--- src/rtl/dmem_arbiter.sv ---
// -----------------------------------------------------------------------------
// dmem_arbiter
//
// Two-requester round-robin arbiter in front of the single data port of the
// on-chip byte-lane RAM. Requester 0 is the CPU dBus, requester 1 a secondary
// master (DMA / loader). Only RAM-bound commands arrive here; peripheral decode
// happens upstream.
//
// Ports
//   clk, reset_n            clock, asynchronous active-low reset
//   rN_cmd_valid/ready      command handshake (ready = granted this cycle)
//   rN_cmd_wr               1 = write, 0 = read
//   rN_cmd_addr             byte address
//   rN_cmd_wdata            lane-aligned write data
//   rN_cmd_size             0 = byte, 1 = half, 2/3 = word
//   rN_rsp_valid/error      one-cycle read response, error = out of range
//   rN_rsp_rdata            read data, holds last value between responses
//   mem_en/addr/be/wdata    RAM command (word index, per-lane write enables)
//   mem_rdata               RAM read data, valid the cycle after mem_en
// -----------------------------------------------------------------------------
module dmem_arbiter #(
   parameter int ADDR_BITS = 12,
   parameter int RST_GRANT = 0
) (
   input  logic                 clk,
   input  logic                 reset_n,
   input  logic                 r0_cmd_valid,
   output logic                 r0_cmd_ready,
   input  logic                 r0_cmd_wr,
   input  logic [31:0]          r0_cmd_addr,
   input  logic [31:0]          r0_cmd_wdata,
   input  logic [1:0]           r0_cmd_size,
   output logic                 r0_rsp_valid,
   output logic                 r0_rsp_error,
   output logic [31:0]          r0_rsp_rdata,
   input  logic                 r1_cmd_valid,
   output logic                 r1_cmd_ready,
   input  logic                 r1_cmd_wr,
   input  logic [31:0]          r1_cmd_addr,
   input  logic [31:0]          r1_cmd_wdata,
   input  logic [1:0]           r1_cmd_size,
   output logic                 r1_rsp_valid,
   output logic                 r1_rsp_error,
   output logic [31:0]          r1_rsp_rdata,
   output logic                 mem_en,
   output logic [ADDR_BITS-3:0] mem_addr,
   output logic [3:0]           mem_be,
   output logic [31:0]          mem_wdata,
   input  logic [31:0]          mem_rdata
);

   // Priority pointer value after reset: 1 means requester 1 wins a tie.
   localparam logic RST_PRIO = (RST_GRANT != 0) ? 1'b1 : 1'b0;

   // Byte enables from access size and the low address bits.
   function automatic logic [3:0] lane_be(input logic [1:0] size, input logic [1:0] a);
      logic [3:0] be;
      case (size)
         2'd0:    be = 4'b0001 << a;
         2'd1:    be = a[1] ? 4'b1100 : 4'b0011;   // addr[0] ignored
         default: be = 4'b1111;
      endcase
      return be;
   endfunction

   logic        prio_r;        // 1: requester 1 wins a tie
   logic        pend_valid_r;  // a read was granted last cycle
   logic        pend_owner_r;  // requester that issued it
   logic        pend_err_r;    // it was out of range
   logic [31:0] r0_hold_r;
   logic [31:0] r1_hold_r;

   logic        gnt0_s;
   logic        gnt1_s;
   logic        any_gnt_s;
   logic        sel_wr_s;
   logic [31:0] sel_addr_s;
   logic [31:0] sel_wdata_s;
   logic [1:0]  sel_size_s;
   logic        oor_s;
   logic [31:0] rsp_data_s;

   // Grant decision; no grants are issued while reset is asserted.
   always_comb begin
      gnt0_s = 1'b0;
      gnt1_s = 1'b0;
      if (reset_n) begin
         if (r0_cmd_valid && r1_cmd_valid) begin
            gnt0_s = ~prio_r;
            gnt1_s = prio_r;
         end else begin
            gnt0_s = r0_cmd_valid;
            gnt1_s = r1_cmd_valid;
         end
      end else begin
         gnt0_s = 1'b0;
         gnt1_s = 1'b0;
      end
   end

   // Select the granted requester's command (requester 0 when idle).
   always_comb begin
      sel_wr_s    = r0_cmd_wr;
      sel_addr_s  = r0_cmd_addr;
      sel_wdata_s = r0_cmd_wdata;
      sel_size_s  = r0_cmd_size;
      if (gnt1_s) begin
         sel_wr_s    = r1_cmd_wr;
         sel_addr_s  = r1_cmd_addr;
         sel_wdata_s = r1_cmd_wdata;
         sel_size_s  = r1_cmd_size;
      end else begin
         sel_wr_s    = r0_cmd_wr;
         sel_addr_s  = r0_cmd_addr;
         sel_wdata_s = r0_cmd_wdata;
         sel_size_s  = r0_cmd_size;
      end
   end

   assign any_gnt_s    = gnt0_s | gnt1_s;
   assign oor_s        = |sel_addr_s[31:ADDR_BITS];
   assign r0_cmd_ready = gnt0_s;
   assign r1_cmd_ready = gnt1_s;

   // Memory command; out-of-range accesses still strobe mem_en (harmless
   // read) but never write.
   always_comb begin
      mem_en    = any_gnt_s;
      mem_addr  = sel_addr_s[ADDR_BITS-1:2];
      mem_wdata = sel_wdata_s;
      if (any_gnt_s && sel_wr_s && !oor_s) begin
         mem_be = lane_be(sel_size_s, sel_addr_s[1:0]);
      end else begin
         mem_be = 4'b0000;
      end
   end

   // Round-robin pointer: the ungranted requester gets priority next time.
   always_ff @(posedge clk or negedge reset_n) begin
      if (!reset_n) begin
         prio_r <= RST_PRIO;
      end else if (any_gnt_s) begin
         prio_r <= gnt0_s;
      end else begin
         prio_r <= prio_r;
      end
   end

   // Pending read response; cleared by reset so an in-flight read is dropped.
   always_ff @(posedge clk or negedge reset_n) begin
      if (!reset_n) begin
         pend_valid_r <= 1'b0;
         pend_owner_r <= 1'b0;
         pend_err_r   <= 1'b0;
      end else begin
         pend_valid_r <= any_gnt_s & ~sel_wr_s;
         pend_owner_r <= gnt1_s;
         pend_err_r   <= oor_s;
      end
   end

   assign rsp_data_s = pend_err_r ? 32'h0000_0000 : mem_rdata;

   // Per-requester copy of the last delivered read data.
   always_ff @(posedge clk or negedge reset_n) begin
      if (!reset_n) begin
         r0_hold_r <= 32'h0000_0000;
         r1_hold_r <= 32'h0000_0000;
      end else begin
         if (pend_valid_r && !pend_owner_r) begin
            r0_hold_r <= rsp_data_s;
         end else begin
            r0_hold_r <= r0_hold_r;
         end
         if (pend_valid_r && pend_owner_r) begin
            r1_hold_r <= rsp_data_s;
         end else begin
            r1_hold_r <= r1_hold_r;
         end
      end
   end

   // Response routing: RAM data flows straight through in the response cycle.
   assign r0_rsp_valid = pend_valid_r & ~pend_owner_r;
   assign r1_rsp_valid = pend_valid_r &  pend_owner_r;
   assign r0_rsp_error = r0_rsp_valid & pend_err_r;
   assign r1_rsp_error = r1_rsp_valid & pend_err_r;
   assign r0_rsp_rdata = r0_rsp_valid ? rsp_data_s : r0_hold_r;
   assign r1_rsp_rdata = r1_rsp_valid ? rsp_data_s : r1_hold_r;

endmodule

--- config.mk ---
export PLATFORM = sky130hd
export DESIGN_NAME = dmem_arbiter
export DESIGN_NICKNAME = d
export VERILOG_FILES = /design/src/rtl/dmem_arbiter.sv
export SDC_FILE = /design/constraint.sdc
export NUM_CORES = 1
export LEC_CHECK = 0
export ABC_CLOCK_PERIOD_IN_PS = 1800
export BUFFER_PORTS_ARGS = -buffer_cell sky130_fd_sc_hd__buf_2
export CORE_AREA = 2 2 112 114
export CTS_CLUSTER_DIAMETER = 80
export CTS_CLUSTER_SIZE = 20
export DETAILED_ROUTE_END_ITERATION = 7
export DIE_AREA = 0 0 114 116
export HOLD_SLACK_MARGIN = 0.1
export PLACE_DENSITY_LB_ADDON = 0.25
export REMOVE_ABC_BUFFERS = 1
export SLEW_MARGIN = 15
export SYNTH_ARGS = -nofsm -noshare
export SYNTH_HDL_FRONTEND = slang
export SYNTH_SLANG_ARGS = --single-unit
--- constraint.sdc ---
create_clock -name clk -period 1.8 [get_ports clk]
set_input_delay 0.18 -clock clk [delete_from_list [all_inputs] [get_ports clk]]
set_output_delay 0.18 -clock clk [all_outputs]
set_load 0.02 [all_outputs]
==> flow_summary.json <==
{
  "final_antenna_net_count": 0,
  "drv_cap": 0,
  "slowest_stage": "dfrtp_1",
  "synthCells": 354,
  "grt_max_degree": 62,
  "p_per_area_nw_per_um2": 835.5,
  "drc": 0,
  "reg2reg_to": "pend_err_r",
  "numCtsBuffers": 9,
  "cts.sinks": 68,
  "critPathRequiredTime_ns": 1.62,
  "synth_top_cell_by_area": "dfrtp_1",
  "synth_top_area_share_pct": 51.01,
  "grt_use_total_pct": 20.06,
  "yosysWarnings": 0,
  "cp_top_family": "simple AND/OR/NAND/NOR gates",
  "core-area_um2": 11910,
  "layout-drive-gt1-share_pct": 57.74,
  "hold_start": "mem_rdata[31]",
  "synthesis.area_um2": 3336,
  "core.rowCount": 40,
  "dp.cells": 786,
  "synth_area_per_cell_um2": 9.423,
  "ctsHtreeMaxLevel": 3,
  "ys.flop_type": "dfrtp_1",
  "violations": "setup timing",
  "rsz0062_at_grt": "true",
  "initial_core_util_pct": 28.00,
  "irDropWorstVdd_v": 0.0004402,
  "synth.most_common_cell": "nand2_1",
  "post-dp-hpwl_mm": 10.78,
  "vias": 3834,
  "cts.reportedPaths.clkPinSlew_ns": 0.05,
  "end_kind": "output port",
  "area_growth_syn_to_layout_pct": 69.69,
  "routed_wirelength_mm": 13.63,
  "nets": 832,
  "power.leakage_nw": 2.969,
  "timing.critical_path.from_type": "register",
  "power_mw": 4.729,
  "drtIter0Drc": 210,
  "post-route-util_pct": 47.52,
  "drv_slew": 0,
  "min_period_ns": 2.238,
  "synth_seq_cells": 68,
  "routed_via_density": 4.704,
  "async_flop_share_pct": 100.0,
  "holdWs_ns": 0.1370,
  "antenna_found_initial": 5,
  "wl_per_cell_um": 16.72,
  "timing.critical_path.mode_cell": "buf_4",
  "yosysSeqAreaShare_pct": 51.01,
  "die_h_um": 116,
  "fin_crit_sh_pct": 124.4,
  "setup.worst_path.class": "register to output port",
  "stdcell_area_um2": 5660,
  "skew_ns": 0.006713,
  "finalNonFillerCells": 815,
  "reg2reg_depth": 6,
  "place_congestion": 1.007,
  "grt_overflow_total": 0,
  "io_buffers": 286,
  "grt_pass1_vias": 3870,
  "setup_viol": 46,
  "worst_pin_slew_ns": 0.7609,
  "outcome": "finished with violations",
  "io_pins": 287,
  "tns_ns": -14.75,
  "worst_path_largest_cell_delay_ns": 0.43,
  "synthDistinctLibCells": 34,
  "hp-class": "input port to register",
  "grt_pass1_wl_mm": 20.36,
  "placed_area_um2": 5065,
  "r2r_start": "prio_r",
  "maxSlewHeadroom_pct": 49.27,
  "synth_edf_count": 0,
  "clock_latency_ns": 0.32,
  "pre_cts_slack_ns": -0.3150,
  "tritoncts": "done",
  "die-area_um2": 13220,
  "dr.pass1.iters": 4,
  "synth_commonest_cells": "nand2_1, o21ai_0, dfrtp_1",
  "fmax_mhz": 446.8,
  "fin_ws_ns": -0.4384,
  "ff2ff_setup_slack_ns": 0.21,
  "cp.arrival_ns": 2.06,
  "worst-path-buf-inv": 3,
  "synthTopCellsByArea": "dfrtp_1, mux2_2, nand2_1, o21ai_0, nor4_1",
  "cp_max_fo": 4,
  "hold_viol": 0,
  "clk_path_buf_depth": 2,
  "min_to": "r0_hold_r[31]",
  "cts-root-buf": "clkbuf_16",
  "hold_path_depth": 3,
  "die_w_um": 114,
  "crit_chain": "nor2b_4 -> nor2_4 -> or3_4 -> buf_4 -> buf_6 -> a211oi_2 -> buf_4"
}
## worst register-to-register path, delay by kind of cell (launching register included)
kind | cells | cell delay (ns)
and+or+nand+nor | 4 | 0.78
buffers and inverters | 2 | 0.26
DFF | 1 | 0.43
## state kept, by name (all words and copies together) (netlist names)
register and cells:
r0_hold_r 32, pend_valid_r 1, prio_r 1, r1_hold_r 32, pend_owner_r 1, pend_err_r 1
## worst max-delay path by stage
stage	from	end	slack (ns)	cells past startpoint
finish	prio_r	mem_be[2]	-0.44	7
CTS	prio_r	mem_be[3]	-0.44	6
floorplan	prio_r	mem_be[0]	-1.47	4
global placement	r0_cmd_addr[20]	mem_be[3]	-0.20	7
detailed placement	r0_cmd_addr[20]	mem_be[3]	-0.32	7
global route	prio_r	mem_be[2]	-0.54	7
## area by class of cell
cell class | instances | area, µm²
antenna | 3 | 7.507
clock buffer | 12 | 256.5
clock inverter | 2 | 35.03
fill | 1170 | 6251
inverter | 6 | 22.52
multi-input combinational | 258 | 1594
sequential | 68 | 1702
tap | 147 | 183.9
timing repair buffer | 319 | 1859
## metal layers
layer,GRT usage (%),routed length [µm],vias to the layer above
li1,-,-,1854
met1,23.38,5290,1782
met2,34.84,6856,175
met3,5.962,1197,19
met4,7.805,259,4
met5,0,26,-
## logic make-up (layout without fill, tap and decap cells)
family / after synthesis / in the layout / synth area share [%]
AOI/OAI and AO/OA: 78 / 78 / 12.60
and+or+nand+nor: 137 / 137 / 18.45
buffers and inverters: 28 / 339 / 3.413
muxes: 43 / 43 / 14.52
other: 0 / 3 / 0
DFF: 68 / 68 / 51.01
## what timing repair did
action	in CTS	in global routing
setup buffers	6	2
hold buffers	2	0
endpoints found under the setup margin	53	100
hold endpoints to repair	7	0
pin swaps	4	4
gates resized for setup	28	41
cloned	2	1
## layout by cell type (no fill, tap or decap), types with 6 or more instances in the layout
cell type,instances
o21ai_0,28
buf_4,23
buf_2,278
nand2_1,99
mux2_2,41
clkbuf_16,10
nor2_1,6
dfrtp_1,68
buf_6,8
nor4_1,11
o21ai_1,41
## power breakdown
| group | leakage [nW] | internal [mW] | switching (mW) |
|---|---|---|---|
| Clock | 0.145 | 1.13 | 0.583 |
| Combinational | 1.91 | 0.524 | 0.756 |
| Sequential | 0.914 | 1.69 | 0.0479 |
(Power assumes the default switching activity.)
